$ cat src/rtl/ultrasonic_ranger4_pkg.sv
// Shared definitions for the four-sensor ultrasonic ranger: sensor indices,
// the "no echo / far" distance code and FSM state encodings.
package ultrasonic_ranger4_pkg;

    localparam logic [1:0]  SENS_F   = 2'd0;
    localparam logic [1:0]  SENS_B   = 2'd1;
    localparam logic [1:0]  SENS_L   = 2'd2;
    localparam logic [1:0]  SENS_R   = 2'd3;

    localparam logic [12:0] DIST_FAR = 13'h1FFF;

    typedef enum logic [1:0] {
        ST_TRIG      = 2'd0,
        ST_WAIT_RISE = 2'd1,
        ST_MEASURE   = 2'd2,
        ST_HOLD      = 2'd3
    } state_t;

    function automatic logic [3:0] sel_onehot(input logic [1:0] sel);
        return 4'b0001 << sel;
    endfunction

endpackage

$ cat src/rtl/ultrasonic_ranger4_echo_sync_edge.sv
// Two-flop synchroniser for the raw echo lines followed by registered
// rise/fall pulses, one bit per sensor.
module echo_sync_edge #(
    parameter int W = 4
) (
    input  logic         i_clk,
    input  logic         i_rst,
    input  logic [W-1:0] i_echo,
    output logic [W-1:0] o_rise,
    output logic [W-1:0] o_fall
);

    logic [W-1:0] r_s1;
    logic [W-1:0] r_s2;
    logic [W-1:0] r_prev;
    logic [W-1:0] r_rise;
    logic [W-1:0] r_fall;

    always_ff @(posedge i_clk) begin
        if (i_rst) begin
            r_s1   <= '0;
            r_s2   <= '0;
            r_prev <= '0;
            r_rise <= '0;
            r_fall <= '0;
        end else begin
            r_s1   <= i_echo;
            r_s2   <= r_s1;
            r_prev <= r_s2;
            r_rise <= r_s2 & ~r_prev;
            r_fall <= ~r_s2 & r_prev;
        end
    end

    assign o_rise = r_rise;
    assign o_fall = r_fall;

endmodule

$ cat src/rtl/ultrasonic_ranger4.sv
// Round-robin driver for four HC-SR04-style sensors: one trigger per slot,
// echo width measured in millimetres and latched per sensor.
module ultrasonic_ranger4
    import ultrasonic_ranger4_pkg::*;
#(
    parameter int          CLK_HZ      = 50_000_000,
    parameter int          TRIG_CYC    = CLK_HZ / 100_000,
    parameter int          CYC_PER_MM  = 292,
    parameter int          TIMEOUT_CYC = CLK_HZ / 100 * 3,
    parameter int          SLOT_CYC    = CLK_HZ / 20,
    parameter logic [12:0] MAX_MM      = 13'd8190
) (
    input  logic        i_clk,
    input  logic        i_rst,
    input  logic [3:0]  i_echo,
    output logic [3:0]  o_trig,
    output logic [12:0] o_distance_data_f,
    output logic [12:0] o_distance_data_b,
    output logic [12:0] o_distance_data_l,
    output logic [12:0] o_distance_data_r,
    output logic [3:0]  o_dist_vld
);

    localparam int TRIG_W = $clog2(TRIG_CYC + 1);
    localparam int PRE_W  = $clog2(CYC_PER_MM + 1);
    localparam int TMO_W  = $clog2(TIMEOUT_CYC + 1);
    // Wide enough for the longest slot, when a late echo stretches it past SLOT_CYC.
    localparam int SLOT_W = $clog2(SLOT_CYC + TRIG_CYC + 2 * TIMEOUT_CYC + 4);

    logic [3:0]        w_rise_v;
    logic [3:0]        w_fall_v;
    logic              w_rise;
    logic              w_fall;
    logic              w_tmo;
    logic              w_wrap;
    logic [12:0]       w_mm_inc;
    logic [12:0]       w_mm_next;

    state_t            r_state;
    logic [1:0]        r_sel;
    logic [TRIG_W-1:0] r_trig_cnt;
    logic [TMO_W-1:0]  r_tmo_cnt;
    logic [PRE_W-1:0]  r_presc;
    logic [12:0]       r_mm_cnt;
    logic [SLOT_W-1:0] r_slot_cnt;
    logic [3:0]        r_trig;
    logic [3:0][12:0]  r_dist;
    logic [3:0]        r_vld;

    echo_sync_edge #(.W(4)) u_sync (
        .i_clk  (i_clk),
        .i_rst  (i_rst),
        .i_echo (i_echo),
        .o_rise (w_rise_v),
        .o_fall (w_fall_v)
    );

    assign w_rise    = w_rise_v[r_sel];
    assign w_fall    = w_fall_v[r_sel];
    assign w_tmo     = (r_tmo_cnt == TMO_W'(TIMEOUT_CYC - 1));
    assign w_wrap    = (r_presc == PRE_W'(CYC_PER_MM - 1));
    assign w_mm_inc  = (r_mm_cnt >= MAX_MM) ? MAX_MM : r_mm_cnt + 13'd1;
    // Counting the current cycle lets a fall on a wrap report the full width.
    assign w_mm_next = w_wrap ? w_mm_inc : r_mm_cnt;

    always_ff @(posedge i_clk) begin
        if (i_rst) begin
            r_state    <= ST_TRIG;
            r_sel      <= SENS_F;
            r_trig_cnt <= '0;
            r_tmo_cnt  <= '0;
            r_presc    <= '0;
            r_mm_cnt   <= '0;
            r_slot_cnt <= '0;
            r_trig     <= '0;
            r_dist     <= {4{DIST_FAR}};
            r_vld      <= '0;
        end else begin
            r_vld      <= '0;
            r_slot_cnt <= r_slot_cnt + 1'b1;
            case (r_state)
                ST_TRIG: begin
                    if (r_trig_cnt == TRIG_W'(TRIG_CYC)) begin
                        r_trig    <= '0;
                        r_tmo_cnt <= '0;
                        r_state   <= ST_WAIT_RISE;
                    end else begin
                        r_trig     <= sel_onehot(r_sel);
                        r_trig_cnt <= r_trig_cnt + 1'b1;
                    end
                end
                ST_WAIT_RISE: begin
                    if (w_rise) begin
                        r_presc   <= '0;
                        r_mm_cnt  <= '0;
                        r_tmo_cnt <= '0;
                        r_state   <= ST_MEASURE;
                    end else if (w_tmo) begin
                        r_dist[r_sel] <= DIST_FAR;
                        r_vld         <= sel_onehot(r_sel);
                        r_state       <= ST_HOLD;
                    end else begin
                        r_tmo_cnt <= r_tmo_cnt + 1'b1;
                    end
                end
                ST_MEASURE: begin
                    if (w_fall) begin
                        r_dist[r_sel] <= w_mm_next;
                        r_vld         <= sel_onehot(r_sel);
                        r_state       <= ST_HOLD;
                    end else if (w_tmo) begin
                        r_dist[r_sel] <= DIST_FAR;
                        r_vld         <= sel_onehot(r_sel);
                        r_state       <= ST_HOLD;
                    end else begin
                        r_tmo_cnt <= r_tmo_cnt + 1'b1;
                        r_presc   <= w_wrap ? '0 : r_presc + 1'b1;
                        r_mm_cnt  <= w_mm_next;
                    end
                end
                ST_HOLD: begin
                    if (r_slot_cnt >= SLOT_W'(SLOT_CYC - 1)) begin
                        r_sel      <= r_sel + 2'd1;
                        r_trig_cnt <= '0;
                        r_slot_cnt <= '0;
                        r_state    <= ST_TRIG;
                    end
                end
                default: r_state <= ST_TRIG;
            endcase
        end
    end

    assign o_trig            = r_trig;
    assign o_distance_data_f = r_dist[SENS_F];
    assign o_distance_data_b = r_dist[SENS_B];
    assign o_distance_data_l = r_dist[SENS_L];
    assign o_distance_data_r = r_dist[SENS_R];
    assign o_dist_vld        = r_vld;

endmodule

$ cat config.mk
export PLATFORM = sky130hd
export DESIGN_NAME = ultrasonic_ranger4
export DESIGN_NICKNAME = d
export VERILOG_FILES = /design/src/rtl/ultrasonic_ranger4_pkg.sv /design/src/rtl/ultrasonic_ranger4_echo_sync_edge.sv /design/src/rtl/ultrasonic_ranger4.sv
export SDC_FILE = /design/constraint.sdc
export NUM_CORES = 1
export LEC_CHECK = 0
export BUFFER_PORTS_ARGS = -buffer_cell sky130_fd_sc_hd__buf_4
export CORE_MARGIN = 10
export CORE_UTILIZATION = 35
export DETAILED_ROUTE_END_ITERATION = 12
export SLEW_MARGIN = 20
export SYNTH_ARGS = -nofsm -noshare
export SYNTH_HDL_FRONTEND = slang
export SYNTH_SLANG_ARGS = --single-unit
export TNS_END_PERCENT = 20
$ cat constraint.sdc
create_clock -name i_clk -period 1.92 [get_ports i_clk]
set_input_delay 0.192 -clock i_clk [delete_from_list [all_inputs] [get_ports i_clk]]
set_output_delay 0.192 -clock i_clk [all_outputs]
set_load 0.02 [all_outputs]
# Yosys cells after proc, flatten, opt, wreduce, memory -nomap -nowiden
# Cells that the tools add are included.
# word_totals
ff_bits	159
inputBits	6
# op_classes
addsub	6
magnitude_cmp	4
n_eq_ne	13
shifts	1
muxes	43
n_bitwise	5
reduce_logical	11
# ops
op	n
$mux 52	3
$pmux 52 s2	1
$mux 21	4
$mux 13	6
$pmux 21 s3	1
$mux 9	6
$bwmux 52	1
$or 52x52->52	1
$mux 23	2
$pmux 9 s2	2
$demux 13 s2	1
$pmux 13 s2	1
$add 23x1->23 const B	1
$ge 23x22->1 const B	1
$add 21x1->21 const B	1
$eq 21x21->1 const B	1
$add 9x1->9 const B	2
$eq 9x9->1 const B	2
$mux 4	4
$ne 2x2->1 const B	7
$add 13x1->13 const B	1
$ge 13x13->1 const B	1
$mux 2	5
$and 4x4->4	2
18 further kinds	26

# Depth between registers and ports, before layout
# logic_depth
ltp_word	8
ltp_mapped	10
depth_no_buf	8

# Cells and area by module
# A second synthesis with hierarchy kept.
# hier_totals
hier_cells	749
area_unflattened_um2	6842.8
# by_module_without_submodules
module	n_inst	cells_each	area_each_um2
ultrasonic_ranger4	1	707	6251.0
echo_sync_edge	1	42	591.8

# Worst setup path before layout
# OpenSTA, ideal clock, no wires.
# synth_timing
kind	reg2reg
from	register r_mm_cnt[0]
to	register r_mm_cnt[10]
setup_time_ns	0.128
t_arrival_ns	1.950
path_slack_ns	-0.157
stages_incl_launch_ff	10
path_cell_list	dfxtp_1 inv_1 ha_1 o21ai_0 or3_1 clkbuf_1 or4b_1 o21ai_1 a2bb2oi_1 nor2_1
# synth_via
elab_chain_cells	6
elab_cells_between_ends	7
# synth_lines
element	line	text
start: declaration	ultrasonic_ranger4.sv:44	logic [12:0] r_mm_cnt;
start signal: assignment	ultrasonic_ranger4.sv:118	r_mm_cnt <= w_mm_next;
$add 13x1->13 or $ge 13x13->1 (tied branches)	ultrasonic_ranger4.sv:62	assign w_mm_inc = (r_mm_cnt >= MAX_MM) ? MAX_MM : r_mm_cnt + 13'd1;
$mux 13 *	ultrasonic_ranger4.sv:62	
$mux 13 *	ultrasonic_ranger4.sv:64	assign w_mm_next = w_wrap ? w_mm_inc : r_mm_cnt;
$mux 13 *	ultrasonic_ranger4.sv:111	end else if (w_tmo) begin
$mux 13 *	ultrasonic_ranger4.sv:107	if (w_fall) begin
$pmux 13 s2 *	ultrasonic_ranger4.sv:81	case (r_state)
# Mark *: on every way between the ends. The rest lies on a longest branch, timed or not. The select of a mux whose other input is x is not followed.
# A chain may end at the register's enable or synchronous reset.

# Final worst setup path
# layout_timing
from	register r_slot_cnt[10]
to	register r_state[1]
# layout_via
elab_chain_cells	3
# layout_lines
element	line	text
start: declaration	ultrasonic_ranger4.sv:45	logic [SLOT_W-1:0] r_slot_cnt;
start signal: assignment	ultrasonic_ranger4.sv:80	r_slot_cnt <= r_slot_cnt + 1'b1;
$ge 23x22->1	ultrasonic_ranger4.sv:122	if (r_slot_cnt >= SLOT_W'(SLOT_CYC - 1)) begin
$ne 2x2->1 (no line)	n/a	
$reduce_and 2->1 (no line)	n/a	
end signal: assignment	ultrasonic_ranger4.sv:114	r_state <= ST_HOLD;
end signal: assignment	ultrasonic_ranger4.sv:126	r_state <= ST_TRIG;
end signal: assignment	ultrasonic_ranger4.sv:129	default: r_state <= ST_TRIG;
end: declaration	ultrasonic_ranger4.sv:39	state_t r_state;
# Every way passes these cells.

==> metrics.md <==
| Metric | Value |
|---|---|
| First-iteration detailed-routing DRC count | `353` |
| Critical-path cell with the highest stage delay | `sky130_fd_sc_hd__a221o_2` |
| Largest vdd supply drop | `0.000507 V` |
| Effective utilization at floorplan | `between 30% and 40%` |
| RSZ-0062 raised after global routing | `yes` |
| Detailed-route wire length | `about 19000 um` |
| Most numerous cell on the critical path | `sky130_fd_sc_hd__buf_4` |
| Setup violators final | `about 120` |
| Worst reg2reg setup slack | `-200 ps` |
| Relative area change from synthesis to final layout | `49.4%` |
| Overall power of the completed layout | `roughly 7.6 mW` |
| Sequential element share of the synthesized area | `a little under half` |
| Power per cell area | `~750 nW/um^2` |
| Deepest level of the CTS H-tree | `4` |
| Maximum number of pins on one net before global-route repair | `29` |
| Maximum clock rate | `~470 MHz` |
| DRC viols | `0` |
| CTS clk-pin slew, worst paths | `~70 ps` |
| Cell count after placement | `roughly 1200` |
| Number of cells on the worst hold path | `2` |
| Detailed-route via count | `just over 6000` |
| IO Count | `66` |
| Worst r2r dst | `r_state[1]` |
| Worst slew slack as a fraction of its limit | `approximately 60%` |
| Global-route total usage across every layer | `between 10 and 15%` |
| WS Path Type | `register to register` |
| HP Class | `input pin to register` |
| Nature of the critical path startpoint | `register` |
| Row cnt | `51` |
| Clock network latency to the later pin of the worst-skew pair | `~440 ps` |
| Synthesized net count | `about 760` |
| Number of distinct library cells after synthesis | `65` |
| First-pass GRT wire length | `31400 um` |
| Synthesized area | `approximately 7000 um^2` |
| CP Capture Type | `register` |
| Avg Inst Size Synth | `about 9.4 um^2` |
| Final worst slack | `-199 ps` |
| Register area | `approximately 3200 um^2` |
| Predominant post-synthesis flop cell | `sky130_fd_sc_hd__dfxtp_1` |
| Kind of cell adding the most delay to the critical path | `compound AO/OA/AOI/OAI gates` |
| Max-capacitance violation count | `0` |
| Failing checks | `negative setup slack` |
| Final clock skew | `17.9 ps` |
| DP Wirelength | `roughly 13000 um` |
| Fraction of final layout cells sized beyond drive strength 1 | `between 40% and 50%` |
| Core footprint | `about 19000 um^2` |
| Clock tree from TritonCTS | `yes` |
| Mapped Cells | `734` |
| Cell breakdown of the critical path | `a211o_1 -> a21o_1 -> a221o_2 -> nor2_4 -> buf_4 -> buf_4 -> nor2_1 -> o221a_2` |
| Origin of the worst min-delay path | `i_rst` |
| Initial antenna violation count | `0` |
| Worst Max-Slew Pin Slew | `593 ps` |
| Max incr delay on CP | `approximately 400 ps` |
| Length of the first detailed-routing pass in iterations | `4` |
| Endpoints failing hold | `0` |
| Count of antenna diodes in the layout | `0` |
| Status | `complete, but fails checks` |
| Maximum clock path buffer count | `2` |
| Horizontal die dimension | `160 um` |
| Total area of multi-input combinational cells | `between 3000 and 4000 um^2` |
| Fill cell total of the finished layout | `roughly 1800` |
| Final clock period utilization by the worst path | `110%` |
| Critical Path Fanout Max | `12` |
| Detail Route Antenna Nets | `0` |
| Req. time, crit path | `approximately 2200 ps` |
| Signal arrival time at the worst endpoint | `~2400 ps` |
| Startpoint of the worst-slack reg-to-reg timing path | `r_slot_cnt[10]` |
| Clock Root Buffer | `sky130_fd_sc_hd__clkbuf_16` |
| Proportion of register bits with asynchronous set or reset after synthesis | `0%` |
| RD Place Congestion | `0.842` |
| Final critical-path required period | `around 2100 ps` |
| Total of flip-flops plus latches after synthesis | `approximately 160` |
| Die Area | `between 20000 and 30000 um^2` |
| Number of warnings reported in the yosys synthesis log | `0` |
| Number of vias per cell | `4.96` |
| Sinks on the clock net | `159` |
| Post-synth EDFFs | `0` |
| Reg2reg path depth | `8` |
| Port bufs | `65` |
| Avg WL per Cell | `~15 um` |
| TritonCTS buffer count | `17` |
| Number of nets in the finished design | `987` |
| Number of global-route vias before repair | `around 6300` |
| Cell leakage power | `around 4 nW` |
| Finished Layout Cells | `~1200` |
| Hold Path End | `r_tmo_cnt[14]` |
| Buf+Inv Stages, Crit Path | `2` |
| Leftover overflow at the end of global routing | `0` |
| Max-slew violations | `0` |
| Die outline height | `~160 um` |
-- cells in the mapped netlist, types with 3 or more instances --
| library cell | instances | area (um^2) |
|---|---|---|
| sky130_fd_sc_hd__nand3b_1 | 6 | 45.0 |
| sky130_fd_sc_hd__and3_1 | 15 | 93.8 |
| sky130_fd_sc_hd__nor2b_1 | 20 | 125 |
| sky130_fd_sc_hd__a21oi_1 | 28 | 140 |
| sky130_fd_sc_hd__xnor2_1 | 19 | 166 |
| sky130_fd_sc_hd__nor3_1 | 13 | 65.1 |
| sky130_fd_sc_hd__nor3_2 | 3 | 30.0 |
| sky130_fd_sc_hd__mux2i_1 | 9 | 90.1 |
| sky130_fd_sc_hd__nor2_1 | 85 | 319 |
| sky130_fd_sc_hd__nand2_1 | 47 | 176 |
| sky130_fd_sc_hd__a2bb2oi_2 | 4 | 60.1 |
| sky130_fd_sc_hd__o22a_1 | 16 | 140 |
| sky130_fd_sc_hd__or3_1 | 3 | 18.8 |
| sky130_fd_sc_hd__o21ai_0 | 28 | 140 |
| sky130_fd_sc_hd__nand2_2 | 3 | 18.8 |
| sky130_fd_sc_hd__nor4bb_1 | 4 | 40.0 |
| sky130_fd_sc_hd__nor3b_1 | 9 | 67.6 |
| sky130_fd_sc_hd__o21a_1 | 4 | 30.0 |
| sky130_fd_sc_hd__o21ai_1 | 5 | 25.0 |
| sky130_fd_sc_hd__nand4_1 | 22 | 138 |
| sky130_fd_sc_hd__dfxtp_1 | 159 | 3180 |
| sky130_fd_sc_hd__o31ai_1 | 8 | 60.1 |
| sky130_fd_sc_hd__and2_1 | 17 | 106 |
| sky130_fd_sc_hd__or4_1 | 10 | 75.1 |
| sky130_fd_sc_hd__clkbuf_1 | 16 | 60.1 |
| sky130_fd_sc_hd__and4_1 | 4 | 35.0 |
| sky130_fd_sc_hd__inv_1 | 23 | 86.3 |
| sky130_fd_sc_hd__a22oi_1 | 4 | 30.0 |
| sky130_fd_sc_hd__buf_2 | 11 | 55.1 |
| sky130_fd_sc_hd__nand3_1 | 26 | 130 |
| sky130_fd_sc_hd__a2bb2oi_1 | 39 | 342 |
| sky130_fd_sc_hd__ha_1 | 16 | 200 |
| sky130_fd_sc_hd__xor2_1 | 19 | 166 |
-- cell families (layout without fill, tap and decap cells) --
kind of cell	after synthesis	in the layout	share of synthesized area (%)
buffers and inverters	50	294	2.93
DFF	159	159	46.3
xor gates and xnor gates	38	38	4.85
AOI/OAI and AO/OA	153	153	16.4
and+or+nand+nor	306	306	24.4
adders and majority gates	16	16	2.91
muxes	12	12	2.13
-- cells in the final DEF (no fill, tap or decap), types with 5 or more instances in the layout --
master	count
sky130_fd_sc_hd__nor2_1	81
sky130_fd_sc_hd__a2bb2oi_1	7
sky130_fd_sc_hd__o21ai_0	21
sky130_fd_sc_hd__and3_1	14
sky130_fd_sc_hd__o31ai_1	8
sky130_fd_sc_hd__xnor2_1	19
sky130_fd_sc_hd__buf_4	215
sky130_fd_sc_hd__xor2_1	19
sky130_fd_sc_hd__a21oi_1	24
sky130_fd_sc_hd__buf_12	9
sky130_fd_sc_hd__nand3b_1	6
sky130_fd_sc_hd__clkbuf_16	19
sky130_fd_sc_hd__nand4_1	22
sky130_fd_sc_hd__dfxtp_1	148
sky130_fd_sc_hd__mux2i_1	5
sky130_fd_sc_hd__nand2_2	10
sky130_fd_sc_hd__a2bb2oi_2	35
sky130_fd_sc_hd__nor2b_1	19
sky130_fd_sc_hd__o22a_1	16
sky130_fd_sc_hd__nand3_1	26
sky130_fd_sc_hd__inv_1	23
sky130_fd_sc_hd__nor3_1	12
sky130_fd_sc_hd__nand2_1	37
sky130_fd_sc_hd__or4_4	6
sky130_fd_sc_hd__ha_1	14
sky130_fd_sc_hd__o21ai_1	7
sky130_fd_sc_hd__dfxtp_2	10
sky130_fd_sc_hd__clkinv_8	6
sky130_fd_sc_hd__and2_1	11
sky130_fd_sc_hd__and2_4	6
sky130_fd_sc_hd__or4_1	5
sky130_fd_sc_hd__nor3b_1	6
-- metal layers --
metal,share of wire (%),GRT usage [%]
met1,46,18.1
met2,48,24.3
met3,5.0,4.42
met4,0.94,3.67
met5,0,0
-- per-stage QoR --
step	hold slack, ps	setup WS (ps)	instance area [um^2]	utilization (%)	TNS (ps)
finish	104	-199	10300	52.9	-11840
global route	104	-309	10300	52.9	-26200
CTS	91.3	-216	10100	52.1	-9830
detailed placement	397	-279	8840	45.6	-21620
global placement	389	-219	8840	45.6	-17040
floorplan	271	-99.4	6900	-	-1220
-- registers in the layout, indices dropped and copies added, names as in the netlist --
register and flops:
o_distance_data_r 13, o_trig 4, r_sel 2, r_mm_cnt 13
r_trig_cnt 9, u_sync.o_fall 4, o_dist_vld 4, o_distance_data_f 13
u_sync.r_prev 4, u_sync.o_rise 4, u_sync.r_s1 4, o_distance_data_b 13
r_slot_cnt 23, o_distance_data_l 13, r_state 2, u_sync.r_s2 4
r_presc 9, r_tmo_cnt 21
-- worst max path at each step --
stage	start	end	slack, ps	cells past startpoint
finish	r_slot_cnt[10]	r_state[1]	-200	8
global route	r_slot_cnt[20]	r_trig_cnt[7]	-310	6
CTS	r_slot_cnt[20]	r_trig_cnt[6]	-220	6
detailed placement	r_tmo_cnt[9]	o_distance_data_f[11]	-280	8
global placement	r_tmo_cnt[9]	o_distance_data_r[11]	-220	8
floorplan	r_slot_cnt[20]	r_state[0]	-100	6
-- cell type report --
cell class | count | area share, %
flip-flops and latches | 159 | 31.2
well taps | 265 | 3.23
clock inverters | 15 | 1.96
multi-input cells | 525 | 38.7
repair buffers | 239 | 19.9
inverters | 23 | 0.842
clock buffers | 17 | 4.15
-- report_power, final --
group	switching [mW]	leakage (nW)	total, mW	internal [mW]
Sequential	0.0250	1.29	3.37	3.35
Combinational	0.411	2.41	0.792	0.381
Clock	1.69	0.302	3.48	1.80
-- worst register-to-register path, stage by stage, from the launching register on --
cell,delay [ps]
sky130_fd_sc_hd__dfxtp_1,310
sky130_fd_sc_hd__a211o_1,280
sky130_fd_sc_hd__a21o_1,170
sky130_fd_sc_hd__a221o_2,390
sky130_fd_sc_hd__nor2_4,290
sky130_fd_sc_hd__buf_4,180
sky130_fd_sc_hd__buf_4,110
sky130_fd_sc_hd__nor2_1,40
sky130_fd_sc_hd__o221a_2,260
-- repair_timing --
action	in CTS	in global routing
hold endpoints to repair	4	0
cloned	4	1
gates resized for setup	93	30
pin swaps	29	11
setup endpoints to repair	133	133
setup buffers	18	3
hold buffers	4	0
No activity file was read; power rests on OpenSTA's default activity.
